--- config.mk ---
export PLATFORM = sky130hd
export DESIGN_NAME = conv1d_sequencer
export DESIGN_NICKNAME = d
export VERILOG_FILES = /design/src/rtl/conv1d_sequencer.sv
export SDC_FILE = /design/constraint.sdc
export NUM_CORES = 1
export LEC_CHECK = 0
export CAP_MARGIN = 40
export CORE_AREA = 8 8 151 153
export CTS_CLUSTER_SIZE = 8
export DETAILED_ROUTE_END_ITERATION = 10
export DIE_AREA = 0 0 159 161
export PLACE_DENSITY = 0.77
export SYNTH_ARGS = -nofsm -noshare
export SYNTH_HDL_FRONTEND = slang
export SYNTH_SLANG_ARGS = --single-unit
--- constraint.sdc ---
create_clock -name clk -period 2.07 [get_ports clk]
set_clock_uncertainty 0.15 [all_clocks]
set_input_delay 0.3105 -clock clk [delete_from_list [all_inputs] [get_ports clk]]
set_output_delay 0.3105 -clock clk [all_outputs]
set_load 0.01 [all_outputs]
--- src/rtl/conv1d_sequencer.sv ---
// conv1d_sequencer: autonomous job controller for the 8-tap int8 conv1d engine.
// Accepts a job descriptor, loads and runs the engine, then streams result words out.
module conv1d_sequencer #(
  parameter int MAX_LEN      = 1024,
  parameter int WAIT_TIMEOUT = 4096,
  parameter int NOP_CMD      = 9
) (
  input  logic        clk,
  input  logic        reset_n,
  input  logic        job_valid,
  output logic        job_ready,
  input  logic [31:0] job_len,
  input  logic [63:0] job_kernel,
  input  logic [7:0]  job_bias,
  input  logic        in_valid,
  output logic        in_ready,
  input  logic [31:0] in_data,
  output logic        out_valid,
  input  logic        out_ready,
  output logic [31:0] out_data,
  output logic [6:0]  eng_cmd,
  output logic [31:0] eng_inp0,
  output logic [31:0] eng_inp1,
  input  logic [31:0] eng_ret,
  input  logic        eng_valid,
  output logic        busy,
  output logic        done,
  output logic        err,
  output logic [1:0]  err_code
);

  localparam int IDX_W = $clog2(MAX_LEN / 4) + 1;
  localparam int CNT_W = $clog2(WAIT_TIMEOUT) + 1;
  localparam logic [6:0]       NOP          = 7'(NOP_CMD);
  localparam logic [31:0]      MAX_LEN_W    = 32'(MAX_LEN);
  localparam logic [CNT_W-1:0] TIMEOUT_LAST = CNT_W'(WAIT_TIMEOUT - 1);

  typedef enum logic [3:0] {
    S_IDLE, S_INIT, S_KERN0, S_KERN1, S_BIAS, S_SIZE, S_LOAD, S_START,
    S_GUARD, S_WAIT, S_DRAIN, S_RD_ISSUE, S_RD_CAP, S_RD_HOLD
  } state_t;

  state_t           state_r, state_s;
  logic [31:0]      len_r;
  logic [63:0]      kernel_r;
  logic [7:0]       bias_r;
  logic [IDX_W-1:0] k_r, last_r;
  logic [CNT_W-1:0] wait_cnt_r;
  logic             job_ready_r, in_ready_r, out_valid_r, busy_r, done_r, err_r;
  logic [31:0]      out_data_r;
  logic [1:0]       err_code_r;
  logic             job_fire_s, job_ok_s, in_fire_s, out_fire_s, last_word_s, timeout_s;

  function automatic logic len_ok(input logic [31:0] len);
    return (len != 32'd0) && (len[2:0] == 3'd0) && (len <= MAX_LEN_W);
  endfunction

  assign job_fire_s  = job_valid && job_ready_r;
  assign job_ok_s    = len_ok(job_len);
  assign in_fire_s   = in_valid && in_ready_r;
  assign out_fire_s  = out_valid_r && out_ready;
  assign last_word_s = (k_r == last_r);
  assign timeout_s   = (state_r == S_WAIT) && !eng_valid && (wait_cnt_r == TIMEOUT_LAST);

  // Next-state decode for the job sequence.
  always_comb begin
    state_s = state_r;
    case (state_r)
      S_IDLE:     if (job_fire_s && job_ok_s) state_s = S_INIT; else state_s = S_IDLE;
      S_INIT:     state_s = S_KERN0;
      S_KERN0:    state_s = S_KERN1;
      S_KERN1:    state_s = S_BIAS;
      S_BIAS:     state_s = S_SIZE;
      S_SIZE:     state_s = S_LOAD;
      S_LOAD:     if (in_fire_s && last_word_s) state_s = S_START; else state_s = S_LOAD;
      S_START:    state_s = S_GUARD;
      // eng_valid only falls after cmd 5 is sampled, so it is not trusted here.
      S_GUARD:    state_s = S_WAIT;
      S_WAIT: begin
        if (eng_valid)      state_s = S_RD_ISSUE;
        else if (timeout_s) state_s = S_DRAIN;
        else                state_s = S_WAIT;
      end
      S_DRAIN:    if (eng_valid) state_s = S_IDLE; else state_s = S_DRAIN;
      S_RD_ISSUE: state_s = S_RD_CAP;
      S_RD_CAP:   state_s = S_RD_HOLD;
      S_RD_HOLD: begin
        if (out_fire_s) state_s = last_word_s ? S_IDLE : S_RD_ISSUE;
        else            state_s = S_RD_HOLD;
      end
      default:    state_s = S_IDLE;
    endcase
  end

  // Engine command bus; NOP in every state that does not issue a command.
  always_comb begin
    eng_cmd  = NOP;
    eng_inp0 = 32'd0;
    eng_inp1 = 32'd0;
    case (state_r)
      S_INIT:  eng_cmd = 7'd0;
      S_KERN0: begin eng_cmd = 7'd2; eng_inp0 = 32'd0; eng_inp1 = kernel_r[63:32]; end
      S_KERN1: begin eng_cmd = 7'd2; eng_inp0 = 32'd1; eng_inp1 = kernel_r[31:0]; end
      S_BIAS:  begin eng_cmd = 7'd8; eng_inp0 = {24'd0, bias_r}; end
      S_SIZE:  begin eng_cmd = 7'd4; eng_inp0 = len_r; end
      S_LOAD: begin
        if (in_valid) begin
          eng_cmd  = 7'd1;
          eng_inp0 = 32'(k_r);
          eng_inp1 = in_data;
        end else begin
          eng_cmd  = NOP;
        end
      end
      S_START:    eng_cmd = 7'd5;
      S_RD_ISSUE: begin eng_cmd = 7'd3; eng_inp0 = 32'(k_r); end
      default:    eng_cmd = NOP;
    endcase
  end

  // State, descriptor, counters and registered handshake/status outputs.
  always_ff @(posedge clk or negedge reset_n) begin
    if (!reset_n) begin
      state_r     <= S_IDLE;
      len_r       <= 32'd0;
      kernel_r    <= 64'd0;
      bias_r      <= 8'd0;
      k_r         <= '0;
      last_r      <= '0;
      wait_cnt_r  <= '0;
      job_ready_r <= 1'b0;
      in_ready_r  <= 1'b0;
      out_valid_r <= 1'b0;
      out_data_r  <= 32'd0;
      busy_r      <= 1'b0;
      done_r      <= 1'b0;
      err_r       <= 1'b0;
      err_code_r  <= 2'd0;
    end else begin
      state_r     <= state_s;
      // A mid-job reset may leave the engine running, so readiness follows eng_valid.
      job_ready_r <= (state_s == S_IDLE) && eng_valid;
      in_ready_r  <= (state_s == S_LOAD);
      out_valid_r <= (state_s == S_RD_HOLD);
      busy_r      <= (state_s != S_IDLE);
      done_r      <= (state_r == S_RD_HOLD) && out_fire_s && last_word_s;
      err_r       <= (job_fire_s && !job_ok_s) || timeout_s;
      wait_cnt_r  <= (state_r == S_WAIT) ? wait_cnt_r + 1'b1 : '0;

      if (job_fire_s) begin
        err_code_r <= job_ok_s ? 2'd0 : 2'd1;
      end else if (timeout_s) begin
        err_code_r <= 2'd2;
      end else begin
        err_code_r <= err_code_r;
      end

      if (job_fire_s && job_ok_s) begin
        len_r    <= job_len;
        kernel_r <= job_kernel;
        bias_r   <= job_bias;
        last_r   <= job_len[IDX_W+1:2] - 1'b1;
        k_r      <= '0;
      end else if (in_fire_s) begin
        k_r <= last_word_s ? '0 : k_r + 1'b1;
      end else if ((state_r == S_RD_HOLD) && out_fire_s && !last_word_s) begin
        k_r <= k_r + 1'b1;
      end else begin
        k_r <= k_r;
      end

      if (state_r == S_RD_CAP) begin
        out_data_r <= eng_ret;
      end else begin
        out_data_r <= out_data_r;
      end
    end
  end

  assign job_ready = job_ready_r;
  assign in_ready  = in_ready_r;
  assign out_valid = out_valid_r;
  assign out_data  = out_data_r;
  assign busy      = busy_r;
  assign done      = done_r;
  assign err       = err_r;
  assign err_code  = err_code_r;

endmodule

==> flow_metrics.env <==
export IMPL_status="finished, violations left"
export IMPL_violations="setup timing"
export IMPL_synth_edf_count=0
export IMPL_numPortBuffers=281
export IMPL_root_buffer="clkbuf_16"
export IMPL_ys_async_sr_fraction_pct=100.0
export IMPL_num_antenna_cells=0
export IMPL_hpwlAfterDp_um=19880
export IMPL_worstSetupPathType="reg -> out"
export IMPL_synth_seq_cells=179
export IMPL_yosysMostFrequentCell="dfrtp_1"
export IMPL_synth_top_family_by_area="multiplexers"
export IMPL_ios=285
export IMPL_vias=7398
export IMPL_peakVddDrop_v=0.0005303
export IMPL_yosys_area_top_type="dfrtp_1"
export IMPL_p_int_mw=5.990
export IMPL_holdCritStartpoint="job_len[3]"
export IMPL_die_h_um=161
export IMPL_post_synth_fa_ha_maj_area_fraction_pct=0.5967
export IMPL_gp_congestion=0.8725
export IMPL_fin_ws_ns=-0.4624
export IMPL_grt_pass1_vias=8194
export IMPL_yosysSeqAreaShare_pct=53.40
export IMPL_synth_main_ff_cell="dfrtp_1"
export IMPL_clock_fmax_mhz=394.9
export IMPL_overflow=0
export IMPL_power_share_switching_pct=27.67
export IMPL_cp_end_kind="output pin"
export IMPL_synth_simple_area_share_pct=13.42
export IMPL_syn2layout_area_growth_pct=61.13
export IMPL_period_needed_ns=2.532
export IMPL_avgViaCountPerCell=5.277
export IMPL_layout_drive_gt1_share_pct=37.27
export IMPL_clk_pin_slew_ns=0.07
export IMPL_place_inst=1331
export IMPL_drv_cap=0
export IMPL_drt_iter0_markers=678
export IMPL_layout_cells_non_filler=1402
export IMPL_seqPwrFrac_pct=43.6
export IMPL_synth_area_per_cell_um2=11.60
export IMPL_clock_latency_ns=0.43
export IMPL_wl_per_cell_um=20.72
export IMPL_power_switching_mw=2.291
export IMPL_crit_buf_inv=4
export IMPL_setup_violations=65
export IMPL_mappedNetlistArea_um2=8388
export IMPL_nNetsFinal=1292
export IMPL_cp_max_fo=6
export IMPL_fillers=1563
export IMPL_startpoint_type="flop"
export IMPL_r2r_end="err_code[0]"
export IMPL_post_synth_inst_count=723
export IMPL_die_area_um2=25600
export IMPL_detail_route_antenna_nets=0
export IMPL_core_area_um2=20560
export IMPL_rsz0062_at_grt="yes"
export IMPL_comb_power_share_pct=17.1
export IMPL_synth_top_area_share_pct=53.40
export IMPL_cp_top_family="buffers and inverters"
export IMPL_wl_um=29050
export IMPL_power_density_nw_per_um2=612.7
export IMPL_p_leak_nw=6.453
export IMPL_num_rows=53
export IMPL_synth_distinct_cells=55
export IMPL_required_ns=1.61
export IMPL_crit_start="state_r[2]"
export IMPL_regToRegSetupSlack_ns=0.06
export IMPL_grt_use_total_pct=22.00
export IMPL_synth_mux_area_share_pct=15.16
export IMPL_drv_slew=0
export IMPL_final_cell_area_um2=13520
export IMPL_grt_max_degree=50
export IMPL_crit_chain="buf_6 > nand2_4 > nor3_1 > buf_4 > a221oi_4 > o21ai_2 > buf_4 > clkdlybuf4s15_2"
export IMPL_final_core_util_pct=65.75
export IMPL_cts_num_sinks=179
export IMPL_cts_buffers=17
export IMPL_finalHoldViolCount=0
export IMPL_r2r_start="state_r[3]"
export IMPL_slowest_stage="dfrtp_2"
export IMPL_hold_path_class="in -> reg"
export IMPL_pwr_share_clk_pct=39.3
export IMPL_drt_first_pass_iters=6
export IMPL_crit_path_max_incr_delay_ns=0.46
export IMPL_cts_tree="done"
export IMPL_rr_worst_depth=5
export IMPL_synthTopCellsByArea="dfrtp_1 (53%), mux2_2 (15%), a222oi_1 (3.8%)"
export IMPL_holdPathEnd="len_r[3]"
export IMPL_initial_core_util_pct=40.80
export IMPL_route_detailed_drc=0
export IMPL_clock_path_buffers=2
export IMPL_synth_common_cells="dfrtp_1 (179), mux2_2 (112), inv_1 (46)"
export IMPL_synth_warnings=0
export IMPL_synth_compound_area_share_pct=9.442
export IMPL_ff_latch_area_um2=4484
export IMPL_synth_xor_area_share_pct=2.715
export IMPL_antenna_found_initial=0
export IMPL_multiInputGateArea_um2=3855
export IMPL_htreeDepth=4
export IMPL_crit_top_cell="buf_4"
export IMPL_hold_depth=3
export IMPL_place_area_um2=12180
export IMPL_worstPathArrival_ns=2.07
export IMPL_finalCritPeriodShare_pct=122.3
export IMPL_die_w_um=159
export IMPL_grt_pass1_wl_um=44930
## cell usage in the layout (no fill, tap or decap), drive strengths merged, types with 3 or more instances in the layout
master and instances:
a21boi 3, a21oi 21, a222oi 32, a22oi 7, a31oi 4, and2 26, and3 8, and4 3
buf 188, clkbuf 23, clkdlybuf4s15 34, clkdlybuf4s50 180, clkinv 8, conb 3, dfrtp 179, dlygate4sd2 8
ha 4, inv 51, mux2 112, nand2 27, nand2b 6, nand3 15, nand4 6, nor2 40
nor2b 28, nor3 12, nor3b 3, nor4 11, o21ai 18, o31ai 3, or3 6, or4 3
xnor2 17, xor2 9
## how the worst max path moves through the flow
| stage | slack (ns) | end | cells past startpoint |
|---|---|---|---|
| finish | -0.46 | eng_inp0[0] | 8 |
| global placement | -0.81 | eng_inp1[31] | 7 |
| detailed placement | -0.76 | eng_inp1[31] | 7 |
| global route | -0.54 | eng_inp1[31] | 6 |
| CTS | -0.47 | eng_inp1[31] | 6 |
| floorplan | 0.009 | eng_inp1[0] | 7 |
## worst register-to-register path, stage by stage (launching register included)
cell and delay, ns:
dfrtp_2 0.44, clkinv_2 0.12, buf_4 0.16, or3_1 0.38, or3_4 0.40, a31o_2 0.25
## power groups by stage
stage | registers, mW | logic (mW) | clock network (mW)
3_5_place_dp | 3.66 | 1.37 | 0
3_3_place_gp | 3.66 | 1.36 | 0
2_1_floorplan | 3.66 | 0.409 | 0
4_1_cts | 3.60 | 1.39 | 3.30
6_report | 3.61 | 1.42 | 3.26
5_1_grt | 3.62 | 1.51 | 3.46
## per-stage QoR
stage | hold slack (ns) | power, mW | TNS (ns) | setup WS (ns)
2_1_floorplan | -0.1351 | 4.069 | 0 | 0.008621
3_3_place_gp | 0.1249 | 5.021 | -111.00 | -0.8109
6_report | 0.1214 | 8.281 | -19.23 | -0.4624
4_1_cts | 0.1026 | 8.298 | -21.15 | -0.4687
3_5_place_dp | 0.1264 | 5.024 | -112.23 | -0.7609
5_1_grt | 0.1149 | 8.585 | -25.49 | -0.5401
## registers in the layout, indices dropped and copies added (netlist names), 2 cells and up
| signal | cells |
|---|---|
| kernel_r | 64 |
| len_r | 32 |
| out_data | 32 |
| wait_cnt_r | 13 |
| k_r | 9 |
| last_r | 9 |
| bias_r | 8 |
| state_r | 4 |
| err_code | 2 |
## cell type report
type,count,area share (%)
multi-input combinational,453,28.52
inverter,47,1.315
clock buffer,18,3.175
clock inverter,14,1.231
sequential,179,33.18
tap,275,2.546
timing repair buffer,416,30.03
## layer usage
metal,vias to the layer above,share of wire (%),GRT usage [%]
met1,3634,39,25.33
met5,-,0,0
met3,35,8.9,8.145
met4,0,1.9,7.461
li1,3371,-,-
met2,358,50,37.30
## kinds of logic (layout without fill, tap and decap cells)
logic type | Yosys count | in the layout
simple gates | 202 | 202
flops | 179 | 179
mux | 113 | 113
compound gates | 105 | 105
buf+inv | 93 | 495
xor+xnor | 26 | 26
fa+ha+maj | 4 | 4
other cells | 1 | 3
## what timing repair did
item	CTS	global route
cloned	11	0
hold buffers	1	0
gates resized for setup	416	46
hold endpoints to repair	37	0
pin swaps	52	18
endpoints found under the setup margin	178	187
buffers inserted	23	11
(Power assumes the default switching activity.)
